[src/rtl/agc_io_pkg.sv]
`default_nettype none
`timescale 1ns/1ps
// ============================================================================
//  Module   : agc_io_pkg
//  Brief    : Shared widths, channel numbers and the transmit entry type
//             used by the AGC I/O channel arbiter and its outbound FIFO.
//  Revision : 1.0 - initial release
// ============================================================================
package agc_io_pkg;

    localparam int CH_W   = 5;
    localparam int DATA_W = 15;
    localparam int NUM_CH = 32;

    // Channels the host serial side maintains
    localparam logic [CH_W-1:0] CH_DSKY_VERB    = 5'd1;
    localparam logic [CH_W-1:0] CH_DSKY_NOUN    = 5'd2;
    localparam logic [CH_W-1:0] CH_MISSION_TIME = 5'd3;
    localparam logic [CH_W-1:0] CH_APOGEE       = 5'd8;
    localparam logic [CH_W-1:0] CH_PERIGEE      = 5'd9;

    // One outbound notification: which channel the Core wrote and the value
    typedef struct packed {
        logic [CH_W-1:0]   sel;
        logic [DATA_W-1:0] data;
    } io_entry_t;

endpackage
`default_nettype wire

[src/rtl/io_tx_fifo.sv]
`default_nettype none
`timescale 1ns/1ps
// ============================================================================
//  Module   : io_tx_fifo
//  Brief    : Synchronous FIFO of io_entry_t with show-ahead head, full,
//             empty and a sticky overflow flag for dropped pushes.
//  Revision : 1.0 - initial release
// ============================================================================
module io_tx_fifo
    import agc_io_pkg::*;
#(
    parameter int DEPTH = 4
) (
    input  logic      clk,
    input  logic      rst,
    input  logic      i_push,
    input  io_entry_t i_entry,
    input  logic      i_pop,
    output io_entry_t o_head,
    output logic      o_full,
    output logic      o_empty,
    output logic      o_overflow
);

    localparam int AW = $clog2(DEPTH);

    io_entry_t       r_mem [DEPTH];
    logic [AW-1:0]   r_wr_ptr;
    logic [AW-1:0]   r_rd_ptr;
    logic [AW:0]     r_count;
    logic            r_overflow;
    logic            w_pop;
    logic            w_push_ok;
    logic            w_drop;

    // A pop frees a slot in the same cycle, so a push into a full FIFO
    // is still accepted when the head is leaving at the same edge.
    always_comb begin
        o_empty    = (r_count == '0);
        o_full     = (r_count == (AW+1)'(DEPTH));
        w_pop      = i_pop && !o_empty;
        w_push_ok  = i_push && (!o_full || w_pop);
        w_drop     = i_push && o_full && !w_pop;
        o_head     = r_mem[r_rd_ptr];
        o_overflow = r_overflow;
    end

    // Storage array; contents need no reset because count gates visibility
    always_ff @(posedge clk) begin
        if (w_push_ok) begin
            r_mem[r_wr_ptr] <= i_entry;
        end
    end

    // Pointers, occupancy and sticky overflow
    always_ff @(posedge clk) begin
        if (rst) begin
            r_wr_ptr   <= '0;
            r_rd_ptr   <= '0;
            r_count    <= '0;
            r_overflow <= 1'b0;
        end else begin
            if (w_push_ok) begin
                r_wr_ptr <= r_wr_ptr + AW'(1);
            end
            if (w_pop) begin
                r_rd_ptr <= r_rd_ptr + AW'(1);
            end
            case ({w_push_ok, w_pop})
                2'b10:   r_count <= r_count + (AW+1)'(1);
                2'b01:   r_count <= r_count - (AW+1)'(1);
                default: r_count <= r_count;
            endcase
            if (w_drop) begin
                r_overflow <= 1'b1;
            end
        end
    end

endmodule
`default_nettype wire

[src/rtl/agc_io_arbiter.sv]
`default_nettype none
`timescale 1ns/1ps
// ============================================================================
//  Module   : agc_io_arbiter
//  Brief    : AGC I/O channel register file shared between the Core
//             (priority, single-cycle write) and the host serial side
//             (valid/ready), with starvation relief for the host and an
//             outbound FIFO of Core writes to transmit-marked channels.
//  Revision : 1.0 - initial release
// ============================================================================
module agc_io_arbiter
    import agc_io_pkg::*;
#(
    parameter int          FIFO_DEPTH   = 4,
    parameter int          STARVE_LIMIT = 3,
    parameter logic [31:0] TX_MASK      = 32'h0000_00F0
) (
    input  logic              clock,
    input  logic              reset,
    input  logic [CH_W-1:0]   IO_read_sel,
    output logic [DATA_W-1:0] IO_read_data,
    input  logic              IO_write_en,
    input  logic [CH_W-1:0]   IO_write_sel,
    input  logic [DATA_W-1:0] IO_write_data,
    output logic              core_hold,
    input  logic              host_wr_valid,
    input  logic [CH_W-1:0]   host_wr_sel,
    input  logic [DATA_W-1:0] host_wr_data,
    output logic              host_wr_ready,
    input  logic              host_rd_en,
    input  logic [CH_W-1:0]   host_rd_sel,
    output logic [DATA_W-1:0] host_rd_data,
    output logic              host_rd_valid,
    output logic              tx_valid,
    output logic [CH_W-1:0]   tx_sel,
    output logic [DATA_W-1:0] tx_data,
    input  logic              tx_ready,
    output logic              tx_overflow
);

    localparam int SW = $clog2(STARVE_LIMIT + 1);
    localparam logic [SW-1:0] c_STARVE_MAX = SW'(STARVE_LIMIT);

    logic [DATA_W-1:0] r_regs [NUM_CH];
    logic [SW-1:0]     r_starve;
    logic [DATA_W-1:0] r_rd_data;
    logic              r_rd_valid;

    logic              w_force;
    logic              w_core_commit;
    logic              w_host_commit;
    logic              w_we;
    logic [CH_W-1:0]   w_wsel;
    logic [DATA_W-1:0] w_wdata;
    logic [SW-1:0]     w_starve_nxt;
    logic              w_push;
    logic              w_fifo_full;
    logic              w_fifo_empty;
    io_entry_t         w_push_entry;
    io_entry_t         w_head;

    // Write arbitration: Core wins unless the host has waited STARVE_LIMIT
    // cycles, in which case the Core is held and the host gets the port.
    always_comb begin
        w_force       = !reset && host_wr_valid && (r_starve == c_STARVE_MAX);
        w_core_commit = !reset && IO_write_en && !w_force;
        w_host_commit = !reset && host_wr_valid && (w_force || !IO_write_en);
        w_we          = w_core_commit || w_host_commit;
        w_wsel        = w_host_commit ? host_wr_sel  : IO_write_sel;
        w_wdata       = w_host_commit ? host_wr_data : IO_write_data;
        w_starve_nxt  = '0;
        if (host_wr_valid && !w_host_commit && (r_starve != c_STARVE_MAX)) begin
            w_starve_nxt = r_starve + SW'(1);
        end
        core_hold     = w_force;
        host_wr_ready = w_host_commit;
        IO_read_data  = r_regs[IO_read_sel];
        w_push        = w_core_commit && TX_MASK[IO_write_sel];
        w_push_entry  = '{sel: IO_write_sel, data: IO_write_data};
        tx_valid      = !w_fifo_empty;
        tx_sel        = w_head.sel;
        tx_data       = w_head.data;
        host_rd_data  = r_rd_data;
        host_rd_valid = r_rd_valid;
    end

    // Register file, starvation counter and registered host read port
    always_ff @(posedge clock) begin
        if (reset) begin
            for (int i = 0; i < NUM_CH; i++) begin
                r_regs[i] <= '0;
            end
            r_starve   <= '0;
            r_rd_data  <= '0;
            r_rd_valid <= 1'b0;
        end else begin
            if (w_we) begin
                r_regs[w_wsel] <= w_wdata;
            end
            r_starve   <= w_starve_nxt;
            r_rd_valid <= host_rd_en;
            if (host_rd_en) begin
                r_rd_data <= r_regs[host_rd_sel];
            end
        end
    end

    io_tx_fifo #(
        .DEPTH (FIFO_DEPTH)
    ) u_tx_fifo (
        .clk        (clock),
        .rst        (reset),
        .i_push     (w_push),
        .i_entry    (w_push_entry),
        .i_pop      (tx_ready),
        .o_head     (w_head),
        .o_full     (w_fifo_full),
        .o_empty    (w_fifo_empty),
        .o_overflow (tx_overflow)
    );

    // A full FIFO can never also report empty
    a_full_not_empty : assert property (@(posedge clock) disable iff (reset)
        !(w_fifo_full && w_fifo_empty));

endmodule
`default_nettype wire

[config.mk]
export PLATFORM = sky130hd
export DESIGN_NAME = agc_io_arbiter
export DESIGN_NICKNAME = d
export VERILOG_FILES = /design/src/rtl/agc_io_pkg.sv /design/src/rtl/io_tx_fifo.sv /design/src/rtl/agc_io_arbiter.sv
export SDC_FILE = /design/constraint.sdc
export NUM_CORES = 1
export LEC_CHECK = 0
export CAP_MARGIN = 20
export CORE_MARGIN = 2
export CORE_UTILIZATION = 25
export CTS_CLUSTER_DIAMETER = 80
export DETAILED_ROUTE_END_ITERATION = 7
export MAX_ROUTING_LAYER = met4
export SLEW_MARGIN = 15
export SYNTH_ARGS = -nofsm -noshare
export SYNTH_HDL_FRONTEND = slang
export SYNTH_HIERARCHICAL = 1
export SYNTH_SLANG_ARGS = --single-unit
[constraint.sdc]
create_clock -name clock -period 4.9 [get_ports clock]
set_clock_uncertainty 0.15 [all_clocks]
set_input_delay 1.225 -clock clock [delete_from_list [all_inputs] [get_ports clock]]
set_output_delay 1.225 -clock clock [all_outputs]
set_load 0.01 [all_outputs]
==> metrics.txt <==
share of cells above drive strength 1=between 20% and 30%; Setup CP Type=in -> out; Final Max Tran Viols=0; final WL=approximately 89,000 um; DRT Pass-1 Iters=5; power density cells=348.6 mW/mm2; initial antenna violation count=3; CP top delay family=multiplexers; max incr delay on CP=roughly 0.5 ns; Clock Latency Late Sink=~0.65 ns; Worst slew margin=33.63%; GR Util met3=under 10%; Final period util=99.35%; utilization after layout=approximately 30%; register share of total power=47.8%; status=completed; slowest stage cell, crit path=mux4_2; DR vias/cell=5.043; Hold WC Path Type=reg -> reg; dpl ws=-0.09574 ns; Peak VDD IR=between 0.2 and 0.3 mV; DRC=0; most used cell, CP=mux4_2; num rows=roughly 130; Avg Inst Size Synth=about 14 um2; Final Hold Viols=0; P_sw=between 0.003 and 0.004 W; initial core utilization=25.17%; via count=between 15,000 and 20,000; non-filler cells in the finished layout=between 3,000 and 4,000; global placer's final weighted congestion=about 0.9; crit end category=output pin; synth unique cells=between 50 and 60; Synth-to-Final Area Change=20.35%; H-tree depth=2; met1 usage=around a fifth; number of synthesized flops with an enable pin=560; fin worst setup slack=~0.032 ns; max frequency=slightly above 200 MHz; nets=between 2,000 and 2,500; CP bufs+invs=3; die footprint=about 0.12 mm2; clock-pin slew on the worst setup and hold paths=0.06 ns; Synth Warn #=6; Net Sw Frac=about a quarter; Syn Nets=between 2,000 and 2,500; Clock Sinks=between 500 and 600; Max-cap violations=0; Synth Flop Type=edfxtp_1; I/O Buffers=110; critical-path maximum fanout=8; pin slew with the least headroom to its limit=around 1 ns; Most Crowded Layer GR=met2; clock root buffer=clkbuf_16; Die Wd=around 350 um; Critical Path RT=3.52 ns; CP cell instances=clkbuf_16 > buf_6 > mux4_2 > mux4_2 > mux2_2 > clkdlybuf4s50_1; placed cells=about 3,700; CTS buffer count=roughly 60; total grt overflow=0; Setup TNS=0 ns; critical path data arrival time=3.49 ns; GRT Total Usage=around 15%; Clk pwr share=between 30% and 40%; maximum number of pins on one net before global-route repair=between 60 and 70; Overall Power=0.01244 W; first-pass GRT wire length=130,100 um; Critical Path Source Type=input port; Core Region=around 0.12 mm2; Detail Placement HPWL=63,340 um; vias in the first global route=between 15,000 and 20,000; post-route ant nets=0; Int Power=just over 0.009 W; register area share after synthesis=58.62%; CTS tree=built; IO Count=about 110; Synth Cell Area=about 0.03 mm2; Leak=between 10 and 15 nW; Longest Clk Path Bufs=3; First DRT Iteration DRCs=between 2,000 and 2,500; WL per Instance=about 23 um; Async SR Flop Fraction=0%; Comb pwr share=between 10% and 20%; chip height=between 300 and 400 um; Period minus WS final=4.868 ns; CTS Hold Buffers Added=0; Cells after Synth=2,088; Final setup viols=0; GR Util met2=between 20% and 30%; flops & latches, synth=588
[flip-flops by register name, summed over array words and instances, names as in the netlist, named ones only]
| signal | flops |
|---|---|
| u_tx_fifo/r_mem | 80 |
| u_tx_fifo/o_overflow | 1 |
| host_rd_valid | 1 |
| host_rd_data | 15 |
| u_tx_fifo/r_rd_ptr | 2 |
| r_starve | 2 |
| r_regs | 480 |
| u_tx_fifo/r_wr_ptr | 2 |
| u_tx_fifo/r_count | 3 |
[stage by stage]
step,hold slack [ns],instance area (um2)
2_1_floorplan,0.2582,29640
3_3_place_gp,0.2675,33350
3_5_place_dp,0.2707,33350
4_1_cts,0.2810,35560
5_1_grt,0.3238,35680
6_report,0.2790,35680
[repair_timing]
item / 4_1_cts / 5_1_grt
gates cloned: 2 / 3
resized for setup: 7 / 7
setup buffers: 0 / 4
pin swaps: 0 / 0
endpoints found under the setup margin: 15 / 12
[per-layer routing]
metal / part of all wire (%) / vias to the layer above
met4: 2.3 / 0
li1: - / 8259
met5: 0 / -
met2: 46 / 861
met3: 7.9 / 139
met1: 43 / 9930
[worst paths after layout]
| kind | startpoint | endpoint | slack [ns] | cells after the start |
|---|---|---|---|---|
| max | IO_read_sel[0] | IO_read_data[3] | 0.03 | 6 |
| min | r_starve[0]$_SDFF_PP0_ | r_starve[0]$_SDFF_PP0_ | 0.28 | 1 |
| max reg2reg | r_starve[0]$_SDFF_PP0_ | r_regs[12][12]$_SDFFCE_PN0P_ | 1.56 | 7 |
| min reg2reg | r_starve[0]$_SDFF_PP0_ | r_starve[0]$_SDFF_PP0_ | 0.28 | 1 |
[placed cells by master (no fill, tap or decap), types with 4 or more instances in the layout]
master           count
inv_1                8
o21ai_1              4
a221oi_4             4
a211oi_1            16
clkinv_1             8
clkinvlp_4           7
dfxtp_1             28
a21oi_1             61
clkbuf_1            10
buf_12              18
nand3_4             30
edfxtp_1           560
mux4_2             170
nand3_2              6
clkbuf_16           65
nand2b_1            38
or4_1               15
ha_1                 5
nor2_1             492
nor2_2               9
nand2_1              4
buf_16               6
a22oi_1            120
and2_1               5
bufinv_16           11
mux2i_4             15
mux2_2              15
buf_6                4
mux2i_1            240
clkinv_2             9
clkdlybuf4s50_1     99
buf_4              120
and3_1               5
[synthesized netlist by cell type (3+ instances only)]
master,n,area [um2]
edfxtp_1,560,16820
nor2_1,493,1851
mux2i_1,255,2552
mux4_2,170,3829
a22oi_1,120,900.9
clkbuf_1,106,397.9
buf_2,72,360.4
a21oi_1,61,305.3
nand2b_1,38,237.7
nand3_4,30,525.5
dfxtp_1,28,560.5
a211oi_1,16,120.1
mux2_2,15,168.9
or4_1,15,112.6
buf_1,10,37.54
nor2_2,10,62.56
inv_1,8,30.03
and2_1,6,37.54
buf_6,6,67.56
nand3_2,6,60.06
and3_1,5,31.28
ha_1,5,62.56
a221oi_4,4,105.1
nand2_1,4,15.01
nor2b_1,4,25.02
o21ai_1,4,20.02
nor3_1,3,15.01
xor2_1,3,26.28
[power by group through the flow]
stage | Sequential, W | Clock, W | Combinational, W
after floorplan | 0.00595 | 0 | 0.000912
after global placement | 0.00605 | 0 | 0.00149
after detailed placement | 0.00604 | 0 | 0.00151
after CTS | 0.00594 | 0.00506 | 0.00152
after global routing | 0.00596 | 0.00523 | 0.00162
final | 0.00595 | 0.00497 | 0.00152
[cell families after synthesis]
family          Yosys count  synth area share [%]
mux                     441                 22.15
flops                   588                 58.62
xor+xnor                  5                0.1478
buf+inv                 202                 3.014
compound gates          218                 5.369
simple gates            628                 10.42
fa+ha+maj                 6                0.2786
[layout make-up]
class	instances	area [um2]
timing repair buffer	259	2619
inverter	8	30.03
multi-input combinational	1298	11600
clock inverter	42	538.0
antenna	2	5.005
fill	11500	82090
tap	1536	1922
clock buffer	72	1589
sequential	588	17380
Power figures use the tool's default switching activity.
